## config.mk

```make
export PLATFORM = sky130hd
export DESIGN_NAME = accel_run_ctrl
export DESIGN_NICKNAME = d
export VERILOG_FILES = /design/src/rtl/accel_pkg.sv /design/src/rtl/tile_idx_counter.sv /design/src/rtl/accel_run_ctrl.sv
export SDC_FILE = /design/constraint.sdc
export NUM_CORES = 1
export LEC_CHECK = 0
export CORE_ASPECT_RATIO = 2
export CORE_UTILIZATION = 66
export CTS_BUF_LIST = sky130_fd_sc_hd__clkbuf_4
export CTS_CLUSTER_SIZE = 16
export DETAILED_ROUTE_END_ITERATION = 12
export DONT_BUFFER_PORTS = 1
export GPL_TIMING_DRIVEN = 0
export HOLD_SLACK_MARGIN = 0.12
export PLACE_DENSITY = 0.93
export SLEW_MARGIN = 0
export SYNTH_ARGS = -nofsm -noshare
export SYNTH_HDL_FRONTEND = slang
export SYNTH_SLANG_ARGS = --single-unit
```

## constraint.sdc

```tcl
create_clock -name clk -period 3.39 [get_ports clk]
set_clock_uncertainty 0.2 [all_clocks]
set_input_delay 0.678 -clock clk [delete_from_list [all_inputs] [get_ports clk]]
set_output_delay 0.678 -clock clk [all_outputs]
set_load 0.01 [all_outputs]
```

## src/rtl/accel_pkg.sv

```systemverilog
// accel_pkg: shared run-state enum, counter width default and saturating increment.
package accel_pkg;
  typedef enum logic [1:0] {IDLE, RUN, DRAIN, DONE} run_state_t;
  localparam int CNT_W_DEF = 32;
  function automatic logic [63:0] sat_inc(input logic [63:0] v, input int w);
    logic [63:0] m;
    m = (w >= 64) ? '1 : ((64'd1 << w) - 64'd1);
    return (v >= m) ? v : v + 64'd1;
  endfunction
endpackage

```

## src/rtl/tile_idx_counter.sv

```systemverilog
// tile_idx_counter: cascaded row/col/inner wrap counter that holds at its final index.
module tile_idx_counter #(
  parameter int ROWS = 8,
  parameter int COLS = 25,
  parameter int INNER = 32,
  localparam int RW = ROWS > 1 ? $clog2(ROWS) : 1,
  localparam int CW = COLS > 1 ? $clog2(COLS) : 1,
  localparam int IW = INNER > 1 ? $clog2(INNER) : 1
) (
  input  logic          clk,
  input  logic          rst,
  input  logic          clr,
  input  logic          adv,
  output logic [RW-1:0] row,
  output logic [CW-1:0] col,
  output logic [IW-1:0] inner,
  output logic          last
);
  logic row_max, col_max, inner_max;
  assign row_max = row == RW'(ROWS - 1);
  assign col_max = col == CW'(COLS - 1);
  assign inner_max = inner == IW'(INNER - 1);
  assign last = row_max & col_max & inner_max;
  always_ff @(posedge clk or negedge rst)
    if (!rst) begin
      row <= '0;
      col <= '0;
      inner <= '0;
    end else if (clr) begin
      row <= '0;
      col <= '0;
      inner <= '0;
    end else if (adv && !last) begin
      inner <= inner_max ? '0 : inner + IW'(1);
      if (inner_max) col <= col_max ? '0 : col + CW'(1);
      if (inner_max && col_max) row <= row + RW'(1);
    end
endmodule

```

## src/rtl/accel_run_ctrl.sv

```systemverilog
// accel_run_ctrl: tiled run controller with drain, completion flags and perf counters.
// Optional stall counter is built only when RUN_CTRL_STALL_CNT_EN is defined.
module accel_run_ctrl
  import accel_pkg::*;
#(
  parameter int ROW_TILES = 8,
  parameter int COL_TILES = 25,
  parameter int INNER_ITERS = 32,
  parameter int DRAIN_CYCLES = 16,
  parameter int CNT_W = CNT_W_DEF,
  localparam int RW = ROW_TILES > 1 ? $clog2(ROW_TILES) : 1,
  localparam int CW = COL_TILES > 1 ? $clog2(COL_TILES) : 1,
  localparam int IW = INNER_ITERS > 1 ? $clog2(INNER_ITERS) : 1,
  localparam int DW = DRAIN_CYCLES > 1 ? $clog2(DRAIN_CYCLES) : 1
) (
  input  logic             clk,
  input  logic             rst,
  input  logic             start,
  input  logic             abort,
  input  logic             step_valid,
  output logic             busy,
  output logic             done,
  output logic             finished,
  output logic [RW-1:0]    tile_row_idx,
  output logic [CW-1:0]    tile_col_idx,
  output logic [IW-1:0]    inner_idx,
  output logic [CNT_W-1:0] cycle_count,
  output logic [CNT_W-1:0] saved_cycles,
  output logic [CNT_W-1:0] stall_cycles,
  output logic [7:0]       run_count
);
  run_state_t state;
  logic start_d, clr, adv, last;
  logic [DW-1:0] drain_cnt;
  logic [CNT_W-1:0] cyc_inc;
  assign busy = (state == RUN) | (state == DRAIN);
  assign clr = start & ~start_d & ((state == IDLE) | (state == DONE));
  assign adv = (state == RUN) & step_valid & ~abort;
  assign cyc_inc = CNT_W'(sat_inc(64'(cycle_count), CNT_W));
  tile_idx_counter #(.ROWS(ROW_TILES), .COLS(COL_TILES), .INNER(INNER_ITERS)) u_idx (
    .clk(clk), .rst(rst), .clr(clr), .adv(adv),
    .row(tile_row_idx), .col(tile_col_idx), .inner(inner_idx), .last(last)
  );
  always_ff @(posedge clk or negedge rst)
    if (!rst) begin
      state <= IDLE;
      start_d <= 1'b0;
      done <= 1'b0;
      finished <= 1'b0;
      drain_cnt <= '0;
      cycle_count <= '0;
      saved_cycles <= '0;
      run_count <= '0;
    end else begin
      start_d <= start;
      done <= 1'b0;
      if (clr) begin
        state <= RUN;
        cycle_count <= '0;
        finished <= 1'b0;
      end else if (busy && abort) begin
        state <= IDLE;
      end else if (state == RUN) begin
        cycle_count <= cyc_inc;
        drain_cnt <= '0;
        if (step_valid && last) state <= DRAIN;
      end else if (state == DRAIN) begin
        cycle_count <= cyc_inc;
        drain_cnt <= drain_cnt + DW'(1);
        if (drain_cnt == DW'(DRAIN_CYCLES - 1)) begin
          state <= DONE;
          done <= 1'b1;
          finished <= 1'b1;
          saved_cycles <= cyc_inc;
          run_count <= run_count + 8'd1;
        end
      end
    end
`ifdef RUN_CTRL_STALL_CNT_EN
  always_ff @(posedge clk or negedge rst)
    if (!rst) stall_cycles <= '0;
    else if (clr) stall_cycles <= '0;
    else if (state == RUN && !abort && !step_valid) stall_cycles <= CNT_W'(sat_inc(64'(stall_cycles), CNT_W));
`else
  assign stall_cycles = '0;
`endif
endmodule

```

* Yosys cells after proc, flatten, opt, wreduce, memory -nomap -nowiden
Cells that the tools add are included.
** Storage, ports and cells
- Bits in registers :: 94
- Input bits :: 5
- Output and inout bits :: 120
- Logic and storage cells :: 96
** Cells by class
- $add $sub $neg :: 6
- Magnitude comparators :: 1
- Equal/unequal tests :: 10
- Mux-type cells :: 33
- Bitwise logic cells :: 13
- Reduce and logical (&&, ||, !) cells :: 22
** Operators by type and width (count)
- $mux 32 :: 5
- $mux 5 :: 7
- $add 32x1->32 const B :: 1
- $ge 32x32->1 const B :: 1
- $mux 2 :: 6
- $reduce_bool 2->1 :: 6
- $add 5x1->5 const B :: 2
- $eq 5x5->1 const B :: 2
- $mux 1 :: 10
- $mux 3 :: 3
- $add 8x1->8 const B :: 1
- $mux 4 :: 2
- $reduce_bool 4->1 :: 2
- $and 1x1->1 :: 6
- $reduce_and 2->1 :: 3
- $reduce_and 3->1 :: 2
- $not 1->1 :: 5
- $reduce_and 5->1 :: 1
- $add 4x1->4 const B :: 1
- $eq 2x2->1 const B :: 2
- $eq 4x4->1 const B :: 1
- $logic_and 1x1->1 :: 4
- $ne 2x2->1 const B :: 2
- $ne 4x2->1 const B :: 1
- 8 further kinds :: 9

* Logic depth before layout (Yosys ltp)
Gate-level depths: netlist of the first run.
- Depth after elaboration :: 8
- Gate-level depth with buffers :: 10
- Depth with buffers taken out :: 7

* Hierarchy
Synthesis of the first run repeated with hierarchy kept, for this count alone.
** Second synthesis, totals
- Cell total of the unflattened synthesis :: 581
- Area, all modules :: 5321.4 sq um
** By module, submodules not included
- accel_run_ctrl :: times used 1, cells each 508, area an instance 4583.1 sq um, seq. area each 2026.9 sq um
- tile_idx_counter :: times used 1, cells each 73, area an instance 738.2 sq um, seq. area each 325.3 sq um

* Least setup slack after synthesis of the first run
No wires, ideal clock.
- Path type :: flip-flop to flip-flop
- Start :: reg u_idx.inner[0]
- End :: reg u_idx.inner[2]
- Library setup time :: 78 ps
- Arrival :: 2304 ps
- Required time :: 3112 ps
- Slack :: 808 ps
- Stages on the path, launching flop included :: 8
- Path buffers :: 1
- Clock period less this slack :: 2582 ps
- Path through :: dfrtp_1 ha_1 and3_1 ha_1 a311o_1 clkbuf_1 or4b_2 a21oi_1
** On the way
- Word-level cells in the longest chain between the ends :: 5
** Ends and longest elaborated chain
- from (decl) :: RTL line tile_idx_counter.sv:16 : output logic [IW-1:0] inner,
- from (signal assigned) :: RTL line tile_idx_counter.sv:34 : inner <= inner_max ? '0 : inner + IW'(1);
- parallel branches: the longest is 5 deep, another holds $add 5x1->5
Parallel ways; which one is timed is not known. The select of a mux whose other input is x is not followed.
A chain may end at the register's enable or synchronous reset.

* Worst setup path after layout of the first run
- Start :: reg state[0]
- End :: reg cycle_count[4]
** On the way
- Word-level cells in the longest chain between the ends :: 5
** Ends and longest elaborated chain
- from (decl) :: RTL line accel_run_ctrl.sv:32 : run_state_t state;
- from (signal assigned) :: RTL line accel_run_ctrl.sv:46 : state <= IDLE;
- from (signal assigned) :: RTL line accel_run_ctrl.sv:58 : state <= RUN;
- from (signal assigned) :: RTL line accel_run_ctrl.sv:62 : state <= IDLE;
- $eq 2x2->1, or another cell as far along :: RTL line accel_run_ctrl.sv:37 : assign clr = start & ~start_d & ((state == IDLE) | (state == DONE));
- $or 1x1->1 (on tied branches) :: RTL line accel_run_ctrl.sv:37, accel_run_ctrl.sv:36
- $and 1x1->1 or $logic_and 1x1->1 (tied branches) :: RTL line accel_run_ctrl.sv:37, accel_run_ctrl.sv:61
- $ne 2x2->1 (no source line) or $reduce_bool 3->1 (tied branches)
- $reduce_and 2->1 (no source line)
- to (signal assigned) :: RTL line accel_run_ctrl.sv:64 : cycle_count <= cyc_inc;
- to (signal assigned) :: RTL line accel_run_ctrl.sv:68 : cycle_count <= cyc_inc;
- to (decl) :: RTL line accel_run_ctrl.sv:27 : output logic [CNT_W-1:0] cycle_count,
Several ways; a longest one is shown, not always the timed one. The select of a mux whose other input is x is not followed.

==> results.sh, run 1 <==
export IMPL_synth_most_common_cell="dfrtp_1"
export IMPL_p_leak_nw=2.65
export IMPL_ys_ff_latch=94
export IMPL_maxSlewHeadroom_pct=46.4
export IMPL_finalSetupViolCount=0
export IMPL_synthAdderAreaFrac_pct=2.98
export IMPL_tightest_slew_ns=0.803
export IMPL_fmax_ghz=0.313
export IMPL_swShare_pct=43.7
export IMPL_drc=0
export IMPL_start_kind="flip-flop"
export IMPL_drt_total_wl_um=14200
export IMPL_std_cell_rows=46
export IMPL_drt_iter0_markers=478
export IMPL_power_frac_clock_pct=20.1
export IMPL_synth_top_family_by_area="compound AO/OA/AOI/OAI gates"
export IMPL_synth_edf_count=0
export IMPL_core_area_sq_um=7940
export IMPL_min_path_type="flip-flop to flip-flop"
export IMPL_cts_htree_levels=3
export IMPL_intPower_mw=2.19
export IMPL_design_area_sq_um=5930
export IMPL_die_y_um=131
export IMPL_maxSlewViolCount=0
export IMPL_drive_gt1_share_pct=13.7
export IMPL_hold_viol_final=0
export IMPL_max_cap_violations=0
export IMPL_cts_buffer_depth=2
export IMPL_start_util_pct=68.6
export IMPL_met2_usage_pct=60.2
export IMPL_endpoint_kind="flip-flop"
export IMPL_cp_arrival_ns=3.39
export IMPL_p_total_mw=3.88
export IMPL_power_switching_mw=1.69
export IMPL_fin_setup_tns_ns=0
export IMPL_ys_top_cells_by_area="dfrtp_1, buf_4, o21ai_0"
export IMPL_die_w_um=66.3
export IMPL_ys_types=68
export IMPL_grt_pass1_vias=4521
export IMPL_power_share_sequential_pct=43.2
export IMPL_setup_slack_ns=0.198
export IMPL_io_pins=125
export IMPL_p_comb_share_pct=36.7
export IMPL_grt_max_degree=95
export IMPL_cp_required_ns=3.59
export IMPL_antenna_cells=0
export IMPL_rsz0062_at_grt="no"
export IMPL_syn_area_sq_um=5450
export IMPL_antenna_found_initial=0
export IMPL_synth_compound_area_share_pct=20.2
export IMPL_synth_simple_gate_area_share_pct=20.2
export IMPL_ys_top_cells_by_count="dfrtp_1, nand2_1, o21ai_0"
export IMPL_ys_flop_type="dfrtp_1"
export IMPL_top_usage_layer="met2"
export IMPL_dp_cells=705
export IMPL_dr_pass1_iters=5
export IMPL_stdcell_count=724
export IMPL_cts_sinks=94
export IMPL_synth_xor_area_share_pct=4.18
export IMPL_grt_overflow=0
export IMPL_clkTransAtPathRegs_ns=0.15
export IMPL_dr_total_vias=4692
export IMPL_cellPowerDensity_nw_per_um2=654
export IMPL_cts_tree="yes"
export IMPL_yosysSeqAreaShare_pct=43.1
export IMPL_use_met3_pct=7.99
export IMPL_clk_latency_ns=0.47
export IMPL_status="finished clean"
export IMPL_fin_util_pct=74.6
export IMPL_syn2layout_area_growth_pct=8.74
export IMPL_ir_drop_v=0.000425
export IMPL_criticalPathCategory="flip-flop to flip-flop"
export IMPL_synthArstFlopShare_pct=100
export IMPL_grt_use_met1_pct=32.8
export IMPL_io_buffers=0
export IMPL_r2r_cells=8
export IMPL_yosys_warnings=0
export IMPL_holdPathStages=1
export IMPL_syn_area_per_cell_sq_um=9.43
export IMPL_synth_area_mux_share_pct=0.941
export IMPL_hpwlAfterDp_um=10400
export IMPL_period_needed_ns=3.19
export IMPL_path_max_fanout=10
export IMPL_grt_pass1_wl_um=21700
export IMPL_nets=641
export IMPL_dieArea_sq_um=8650
export IMPL_postRouteAntennaNets=0
export IMPL_fin_hold_ws_ns=0.355
export IMPL_post_route_period_util_pct=94.2
export IMPL_track_usage_pct=33.8
export IMPL_routed_via_density=6.48
export IMPL_synthCells=578
export IMPL_place_congestion=0.945
export IMPL_root_buffer="clkbuf_4"
export IMPL_fillCellCount=596
export IMPL_wl_per_cell_um=19.6
export IMPL_cts_buffers=9
export IMPL_synth_top_area_share_pct=43.1
export IMPL_placed_cell_area_sq_um=5690
export IMPL_dp_slack_ns=-0.0134
export IMPL_synth_top_area_cell="dfrtp_1"
-- timing repair --
| item | CTS | global route |
|---|---|---|
| resized for setup | 1 | 0 |
| hold buffers | 3 | 0 |
| setup endpoints to repair | 4 | 0 |
| hold endpoints to repair | 95 | 0 |
| buffers inserted | 0 | 0 |
-- power by group through the flow --
stage                     clock network (mW)  registers [mW]  logic (mW)
after global routing                   0.831            1.71        1.56
after global placement                     0            1.68        1.29
after detailed placement                   0            1.70        1.36
after floorplan                            0            1.62        1.01
after CTS                              0.785            1.67        1.40
final                                  0.779            1.68        1.42
-- area by class of cell --
| class | count | area, sq um | area share [%] |
|---|---|---|---|
| multi-input combinational | 433 | 2770 | 46.7 |
| sequential | 94 | 2350 | 39.7 |
| tap | 96 | 120 | 2.03 |
| inverter | 13 | 48.8 | 0.823 |
| clock inverter | 7 | 120 | 2.03 |
| timing repair buffer | 3 | 47.5 | 0.802 |
| buffer | 69 | 402 | 6.78 |
| clock buffer | 9 | 67.6 | 1.14 |
-- worst paths after layout --
check / from / end / slack (ns)
max: state[0] / cycle_count[4] / 0.20
min: run_count[7] / run_count[7] / 0.36
max reg2reg: state[0] / cycle_count[4] / 0.20
min reg2reg: run_count[7] / run_count[7] / 0.36
max in group asynchronous: rst / cycle_count[5] / 2.03
min in group asynchronous: rst / run_count[4] / 0.58
-- flip-flops by register name (all words and copies together), names as in the netlist, 2 cells and up --
signal / cells
cycle_count: 32
saved_cycles: 32
run_count: 8
u_idx.col: 5
u_idx.row: 3
u_idx.inner: 5
state: 2
drain_cnt: 4
-- critical path, cell delays in order (launching register included) --
cell      delay (ns)
dfrtp_1         0.44
inv_1           0.08
ha_1            0.35
and3b_1         0.24
clkbuf_1        0.24
nor3_2          0.58
clkbuf_1        0.56
o21ai_1         0.19
a31oi_1         0.23
-- cells by family (layout without fill, tap and decap cells) --
logic type,Yosys count,in the layout
XOR/XNOR,26,26
AND/OR/NAND/NOR,197,197
adder cells (fa/ha/maj),13,13
flip-flops,94,94
other,1,32
AO/OA/AOI/OAI,160,160
multiplexers,5,5
buffers and inverters,82,101
-- layout by cell type, fill, tap and decap left out, drive strengths merged, types with 11 or more instances in the layout --
cell type  synthesis  final
nand3             21     21
nor3              11     11
nor2              37     37
xnor2             21     21
ha                13     13
o21ai             54     54
conb               1     32
dfrtp             94     94
a21oi             19     19
nand2             54     54
or3               13     13
clkbuf            25     34
buf               44     45
a31oi             32     32
inv               13     15
nand4             15     15
-- per-layer routing --
layer | part of all wire [%] | vias to the layer above
met5 | 0 | -
met4 | 5.8 | 0
met3 | 7.7 | 72
met2 | 53 | 248
met1 | 33 | 2231
li1 | - | 2141
(Power assumes the default switching activity.)
==> run 2: changes to the inputs <==
Settings changed: CORE_UTILIZATION 66 to 32, PLACE_DENSITY 0.93 to 0.57.
==> results.sh, run 2 (synthesis gave the netlist of run 1 again) <==
export IMPL_syn2layout_area_growth_pct=10.3
export IMPL_io_pins=125
export IMPL_drive_gt1_share_pct=13.6
export IMPL_fillCellCount=1705
export IMPL_maxSlewHeadroom_pct=46.8
export IMPL_cts_tree="yes"
export IMPL_root_buffer="clkbuf_4"
export IMPL_die_w_um=94.3
export IMPL_drt_iter0_markers=234
export IMPL_grt_pass1_wl_um=24200
export IMPL_endpoint_kind="flip-flop"
export IMPL_path_max_fanout=10
export IMPL_drt_total_wl_um=15600
export IMPL_met3_length_um=1050
export IMPL_grt_max_degree=95
export IMPL_wl_met2_um=8690
export IMPL_top_layer="met4"
export IMPL_cp_required_ns=3.55
export IMPL_track_usage_pct=18.3
export IMPL_status="finished clean"
export IMPL_cp_arrival_ns=3.31
export IMPL_nets=641
export IMPL_ir_drop_v=0.000368
export IMPL_routed_via_density=5.39
export IMPL_max_cap_violations=0
export IMPL_dr_total_vias=4497
export IMPL_cts_htree_levels=3
export IMPL_hold_viol_final=0
export IMPL_placed_cell_area_sq_um=5830
export IMPL_postRouteAntennaNets=0
export IMPL_dr_pass1_iters=4
export IMPL_rsz0062_at_grt="no"
export IMPL_start_kind="flip-flop"
export IMPL_dieArea_sq_um=17600
export IMPL_fin_util_pct=36.1
export IMPL_drc=0
export IMPL_antenna_found_initial=1
export IMPL_mostFrequentLayoutCell="dfrtp_1"
export IMPL_io_buffers=0
export IMPL_finalSetupViolCount=0
export IMPL_largestRegisters="cycle_count: 32 flops, saved_cycles: 32 flops, run_count: 8 flops"
export IMPL_p_leak_nw=2.62
export IMPL_std_cell_rows=67
export IMPL_wl_per_cell_um=18.7
export IMPL_final_cell_mix="dfrtp_1, nand2_1, o21ai_0, nor2_1, buf_4"
export IMPL_core_area_sq_um=16700
export IMPL_post_route_period_util_pct=93.1
export IMPL_grt_pass1_vias=4377
export IMPL_grt_overflow=0
export IMPL_cellPowerDensity_nw_per_um2=622
export IMPL_start_util_pct=32.7
export IMPL_cts_buffers=9
export IMPL_hpwlAfterDp_um=11800
export IMPL_cts_sinks=94
export IMPL_design_area_sq_um=6010
export IMPL_die_y_um=187
export IMPL_min_path_type="flip-flop to flip-flop"
export IMPL_criticalPathCategory="flip-flop to flip-flop"
export IMPL_clk_latency_ns=0.48
export IMPL_fmax_ghz=0.317
export IMPL_maxSlewViolCount=0
export IMPL_fin_hold_ws_ns=0.350
export IMPL_tightest_slew_ns=0.796
export IMPL_post_cts_buffers=0
export IMPL_cts_buffer_depth=2
export IMPL_clkTransAtPathRegs_ns=0.14
export IMPL_wirelength_met1_um=5280
export IMPL_place_congestion=0.865
export IMPL_period_needed_ns=3.15
run 2: cell count changes in the layout (fill, tap and decap cells not counted):
cell / delta
clkbuf_1: -1
clkbuf_4: +1
clkbuf_2: +1
clkinvlp_4: +1
diode_2: +1
nor3_2: -1
nor3_4: +1
inv_6: -2
bufinv_16: -2
run 2: cell type report:
type	count	area (sq um)	share of cell area, %
diodes	1	2.50	0.0416
plain buffers	69	403	6.70
clock buffers	10	75.1	1.25
clock inverters	4	50.0	0.832
inverters	13	48.8	0.811
multi-input cells	433	2780	46.2
flip-flops and latches	94	2350	39.1
well taps	207	259	4.31
repair buffers	3	47.5	0.791
run 2: stage by stage:
step,setup slack (ns),TNS (ns),instances,power (mW)
global placement,-0.0266,-0.0549,816,3.04
CTS,0.0921,0,833,3.77
global route,0.0696,0,834,3.99
finish,0.235,0,834,3.74
detailed placement,-0.146,-0.919,816,3.11
floorplan,0.808,0,609,2.62
run 2: path summary, 6_finish.rpt:
path                              endpoint  slack, ns  cells after the start      startpoint
max                         cycle_count[0]       0.24                      8  cycle_count[0]
min                           drain_cnt[1]       0.35                      2    drain_cnt[1]
max reg2reg                 cycle_count[0]       0.24                      8  cycle_count[0]
min reg2reg                   drain_cnt[1]       0.35                      2    drain_cnt[1]
max in group asynchronous     run_count[6]       2.01                      2             rst
min in group asynchronous  cycle_count[23]       0.59                      2             rst
run 2: routing by layer:
| layer | vias to the layer above | GRT usage, % |
|---|---|---|
| li1 | 2138 | - |
| met3 | 39 | 5.34 |
| met1 | 2162 | 17.4 |
| met2 | 158 | 34.2 |
| met4 | 0 | 8.88 |
| met5 | - | 0 |
run 2: worst max-delay path, stage by stage, from the launching register on:
cell and delay [ns]:
dfrtp_1 0.58, ha_1 0.33, nand3_1 0.26, or2_2 0.37, buf_2 0.20, nor4_4 0.62
buf_6 0.23, nor3_1 0.06, a21o_1 0.20
run 2: report_power, final:
group | switching [mW] | leakage [nW] | internal, mW
combinational | 0.962 | 1.29 | 0.486
sequential | 0.356 | 1.26 | 1.33
clock | 0.386 | 0.0644 | 0.224
total | 1.70 | 2.62 | 2.04
run 2: what timing repair did:
action	CTS	global route
setup endpoints to repair	20	11
resized for setup	1	3
endpoints found under the hold margin	95	0
hold buffers	3	0
